### src/rtl/network_link_buffer.sv
// Per-VC elastic buffer for one direction of a NoC link.
// Stop-and-go flow control upstream, round-robin re-injection downstream.
module network_link_buffer #(
   parameter int NetworkFlitWidth              = 16,
   parameter int NetworkFlitTypeWidth          = 2,
   parameter int NetworkBroadcastWidth         = 1,
   parameter int NetworkVirtualChannelIdWidth  = 1,
   parameter int NetworkNumberOfVirtualChannels = 2,
   parameter int BufferDepth                   = 4,
   parameter int GoSlack                       = 2,
   localparam int DataWidth = NetworkFlitWidth + NetworkFlitTypeWidth
                            + NetworkBroadcastWidth + NetworkVirtualChannelIdWidth
) (
   input  logic                                      clk_network_i,
   input  logic                                      rst_network_i,
   input  logic                                      network_valid_i,
   input  logic [DataWidth-1:0]                      network_data_i,
   output logic [NetworkNumberOfVirtualChannels-1:0] network_go_o,
   output logic                                      network_valid_o,
   output logic [DataWidth-1:0]                      network_data_o,
   input  logic [NetworkNumberOfVirtualChannels-1:0] network_go_i,
   output logic                                      overflow_o
);

   localparam int NumVc = NetworkNumberOfVirtualChannels;
   localparam int VcW   = NetworkVirtualChannelIdWidth;
   localparam int PtrW  = $clog2(BufferDepth);
   localparam int CntW  = $clog2(BufferDepth) + 1;
   localparam int IdxW  = (NumVc > 1) ? $clog2(NumVc) : 1;

   logic [DataWidth-1:0] mem [NumVc][BufferDepth];
   logic [PtrW-1:0]      wptr [NumVc];
   logic [PtrW-1:0]      rptr [NumVc];
   logic [CntW-1:0]      count [NumVc];
   logic [CntW-1:0]      occ_next [NumVc];

   logic [IdxW-1:0]  last_grant;
   logic [IdxW-1:0]  grant;
   logic [IdxW-1:0]  wr_vc;
   logic             grant_valid;
   logic             wr_en;
   logic             in_range;
   logic [NumVc-1:0] cand;
   logic [NumVc-1:0] go_next;

   assign wr_vc    = network_data_i[IdxW-1:0];
   assign in_range = int'(network_data_i[VcW-1:0]) < NumVc;

   // A VC competes when it holds a flit and downstream lets it go.
   always_comb begin
      cand = '0;
      for (int v = 0; v < NumVc; v++) begin
         cand[v] = (count[v] != '0) && network_go_i[v];
      end
   end

   // Round-robin pick starting just after the previous winner.
   always_comb begin
      logic [IdxW-1:0] idx;
      grant_valid = 1'b0;
      grant       = '0;
      idx         = '0;
      for (int i = 1; i <= NumVc; i++) begin
         idx = IdxW'((int'(last_grant) + i) % NumVc);
         if (!grant_valid && cand[idx]) begin
            grant_valid = 1'b1;
            grant       = idx;
         end
      end
   end

   // Accept a flit if its VC exists and has room, counting a same-cycle pop.
   always_comb begin
      wr_en = 1'b0;
      if (network_valid_i && in_range) begin
         if (count[wr_vc] < CntW'(BufferDepth)) begin
            wr_en = 1'b1;
         end else if (grant_valid && grant == wr_vc) begin
            wr_en = 1'b1;
         end
      end
   end

   // Next occupancy per VC and the go that follows from it.
   always_comb begin
      go_next = '0;
      for (int v = 0; v < NumVc; v++) begin
         occ_next[v] = count[v]
                     + CntW'(wr_en && wr_vc == IdxW'(v))
                     - CntW'(grant_valid && grant == IdxW'(v));
         go_next[v]  = (BufferDepth - int'(occ_next[v])) > GoSlack;
      end
   end

   // Flit storage; contents need no reset since pointers define validity.
   always_ff @(posedge clk_network_i) begin
      if (!rst_network_i && wr_en) begin
         mem[wr_vc][wptr[wr_vc]] <= network_data_i;
      end
   end

   // Pointers, counters, output register, go and sticky overflow.
   always_ff @(posedge clk_network_i) begin
      if (rst_network_i) begin
         for (int v = 0; v < NumVc; v++) begin
            wptr[v]  <= '0;
            rptr[v]  <= '0;
            count[v] <= '0;
         end
         last_grant      <= IdxW'(NumVc - 1);
         network_go_o    <= '0;
         network_valid_o <= 1'b0;
         network_data_o  <= '0;
         overflow_o      <= 1'b0;
      end else begin
         for (int v = 0; v < NumVc; v++) begin
            count[v] <= occ_next[v];
         end
         if (wr_en) begin
            wptr[wr_vc] <= wptr[wr_vc] + 1'b1;
         end
         if (grant_valid) begin
            rptr[grant]    <= rptr[grant] + 1'b1;
            last_grant     <= grant;
            network_data_o <= mem[grant][rptr[grant]];
         end
         network_valid_o <= grant_valid;
         network_go_o    <= go_next;
         if (network_valid_i && !wr_en) begin
            overflow_o <= 1'b1;
         end
      end
   end

endmodule

### config.mk
export PLATFORM = sky130hd
export DESIGN_NAME = network_link_buffer
export DESIGN_NICKNAME = d
export VERILOG_FILES = /design/src/rtl/network_link_buffer.sv
export SDC_FILE = /design/constraint.sdc
export NUM_CORES = 1
export LEC_CHECK = 0
export BUFFER_PORTS_ARGS = -buffer_cell sky130_fd_sc_hd__buf_2
export CAP_MARGIN = 20
export CORE_UTILIZATION = 54
export CTS_CLUSTER_SIZE = 40
export DETAILED_ROUTE_END_ITERATION = 12
export PLACE_DENSITY = 0.82
export SLEW_MARGIN = 15
export SYNTH_ARGS = -nofsm -noshare
export SYNTH_HDL_FRONTEND = slang
export SYNTH_SLANG_ARGS = --single-unit
### constraint.sdc
create_clock -name clk_network_i -period 3.22 [get_ports clk_network_i]
set_clock_uncertainty 0.2 [all_clocks]
set_input_delay 0.483 -clock clk_network_i [delete_from_list [all_inputs] [get_ports clk_network_i]]
set_output_delay 0.483 -clock clk_network_i [all_outputs]
set_load 0.05 [all_outputs]
==> run_results.csv <==
group,metric,value,unit
synthesis,ys_ff_latch,199,
place,gp_congestion,0.837,
power_and_ir_drop,p_leak,3.22,nW
timing,worstMarginPinSlew,1.00,ns
drt,totalWireLength,16200,um
drt,vias,4534,
drt,wl_per_cell,21.3,um
synthesis,synth_common_cells,"edfxtp_1, mux2i_1, nor2_1",
layout,nets,601,
timing,fmax,0.329,GHz
floorplan,initial_utilization,0.554,
synthesis,synth_flop_cell,"edfxtp_1",
global_route,antenna_found_initial,0,
synthesis,yosys.area.top_type,"edfxtp_1",
synthesis,yosysSeqAreaShare,0.704,
timing,setup_violations,0,
clocking,root_buffer,"clkbuf_16",
clocking,clk_latency,0.43,ns
job,cap_violations,0,
timing,rsz0062_at_grt,"false",
synthesis,yosysMostFrequentCell,"edfxtp_1",
clocking,tritoncts,"done",
setup_path,start_kind,"flip-flop",
timing,slew_violations,0,
synthesis,ys_async_sr_fraction,0,
drt,drt-initial-drc-count,391,
place,place_inst,729,
setup_path,critical_path_class,"reg2reg",
timing,timing.slew.headroom,0.332,
synthesis,synth_edf_count,168,
drt,drt-vias-per-instance,5.96,
synthesis,avgSynthCellArea,16.0,sq um
place,portBuffers,48,
floorplan,die_y,124,um
layout,drive_above_1_share,0.241,
floorplan,core-area,0.0145,sq mm
timing,fin_hold_ws,0.109,ns
clocking,numCtsBuffers,17,
power_and_ir_drop,power.density,816,mW/mm^2
global_route,grtUsageTotal,0.232,
timing,fin_crit_sh,0.943,
setup_path,crit_fanout,7,
floorplan,dieArea,0.0154,sq mm
global_route,grt_max_degree,36,
place,hpwlAfterDp,9570,um
status,outcome,"finished clean",
synthesis,yosys_warnings,0,
hold_path,hold_class,"in2reg",
synthesis,synth.area.top_cells,"edfxtp_1, dfxtp_1, mux2i_1, mux4_2, nor2_1",
global_route,overflow,0,
drt,ant_nets,0,
setup_path,cp.required,3.37,ns
synthesis,synth_cell_type_count,40,
floorplan,pin_count,49,
layout,final_util,0.631,
drt,drt-pass1-iter-count,5,
global_route,grt_pass1_vias,4486,
layout,area.growth.synth_to_final,13.9,%
timing,fin_crit,3.04,ns
synthesis,syn_area,0.00805,sq mm
clocking,h-tree-depth,4,
power_and_ir_drop,finalPower,7.49,mW
clocking,clock_path_buffers,2,
place,postPlaceCellArea,0.00861,sq mm
power_and_ir_drop,ir_drop,0.000659,V
setup_path,endpoint_kind,"flip-flop",
layout,fin_area,0.00917,sq mm
global_route,grt_first_pass_wirelength,24800,um
synthesis,postSynthCellCount,504,
clocking,post-cts-setup-buffers,0,
setup_path,cp.arrival,3.18,ns
clocking,clock-sinks,199,
synthesis,syn_nets,541,
clocking,clkTransAtPathRegs,0.07,ns
floorplan,rows,44,
floorplan,fp.dieW,124,um
drt,drc,0,
layout,stdcell_count,761,
synthesis,netlist.area_leader.share,0.627,
timing,hold_viol,0,
layout,diodes,0,
worst max-delay path, stage by stage, from the launching register on:
cell      delay (ns)
dfxtp_1         0.54
o31a_1          0.23
o21ai_2         0.11
a211o_1         0.43
inv_1           0.09
ha_1            0.14
inv_1           0.06
fa_1            0.57
inv_1           0.06
ha_1            0.19
nand2b_1        0.15
a211oi_1        0.19
stage by stage:
step | worst slack [ns] | TNS (ns)
CTS | 0.105 | 0
global route | 0.00725 | 0
global placement | 0.281 | 0
floorplan | -0.246 | -9.82
detailed placement | 0.133 | 0
finish | 0.183 | 0
flip-flops by register name, summed over array words and instances (netlist names):
register         count
count                6
last_grant           1
wptr                 4
mem                160
network_valid_o      1
network_go_o         2
rptr                 4
network_data_o      20
overflow_o           1
placed cells by master, fill, tap and decap left out, types with 4 or more instances in the layout:
cell type   synthesis  layout
edfxtp_1          168     168
mux2i_1            50      50
buf_2              12      48
nor2_1             39      33
dfxtp_1            31      31
nor2b_1            23      23
or3_1              22      22
buf_4               3      21
clkbuf_16           0      17
inv_1              15      15
mux4_2             14      14
nand2_1            14      14
o22ai_1            13      13
a311oi_1           13      13
nand2b_1           11      11
ha_1               10      10
a311oi_2            7       7
nor2_2              0       6
clkinvlp_4          0       5
nor4_1              4       4
mux2_2              4       4
nand3_1             4       4
final timing paths:
check | from | to | slack (ns) | depth (start not counted)
setup / recovery | count[0][2] | network_go_o[0] | 0.18 | 11
hold / removal | network_data_i[7] | mem[1][47] | 0.11 | 1
setup reg to reg | count[0][2] | network_go_o[0] | 0.18 | 11
hold reg to reg | overflow_o | overflow_o | 0.27 | 2
layer usage:
| metal | vias up | global-route usage | part of all wire |
|---|---|---|---|
| met5 | - | 0 | 0 |
| met4 | 0 | 0.0975 | 0.025 |
| met3 | 36 | 0.0600 | 0.068 |
| met2 | 162 | 0.368 | 0.50 |
| met1 | 2299 | 0.304 | 0.41 |
| li1 | 2037 | - | - |
cell families (layout without fill, tap and decap cells):
logic type                 count (synthesis)  after routing  share of synthesized area
AOI/OAI and AO/OA                         47             47                     0.0530
DFF                                      199            199                      0.704
and+or+nand+nor                          124            124                     0.0801
adders and majority gates                 12             12                     0.0205
xor gates and xnor gates                   7              7                    0.00762
muxes                                     68             68                      0.107
buffers and inverters                     47            120                     0.0280
layout make-up:
class,instances,area [sq um]
inverter,16,60.1
sequential,199,5670
multi-input combinational,258,2210
tap,184,230
clock inverter,13,118
clock buffer,19,433
timing repair buffer,72,458
fill,1020,5360
power by group:
| group | switching (mW) | internal, mW | total, mW |
|---|---|---|---|
| logic | 1.50 | 0.813 | 2.32 |
| clock network | 0.951 | 1.01 | 1.96 |
| registers | 0.177 | 3.03 | 3.21 |
repair_timing:
| action | in CTS | in global routing |
|---|---|---|
| hold buffers | 0 | 0 |
| endpoints found under the setup margin | 0 | 1 |
| gates resized for setup | 0 | 1 |
| endpoints found under the hold margin | 0 | 0 |
Note: power is estimated with default switching activity, not from simulation.
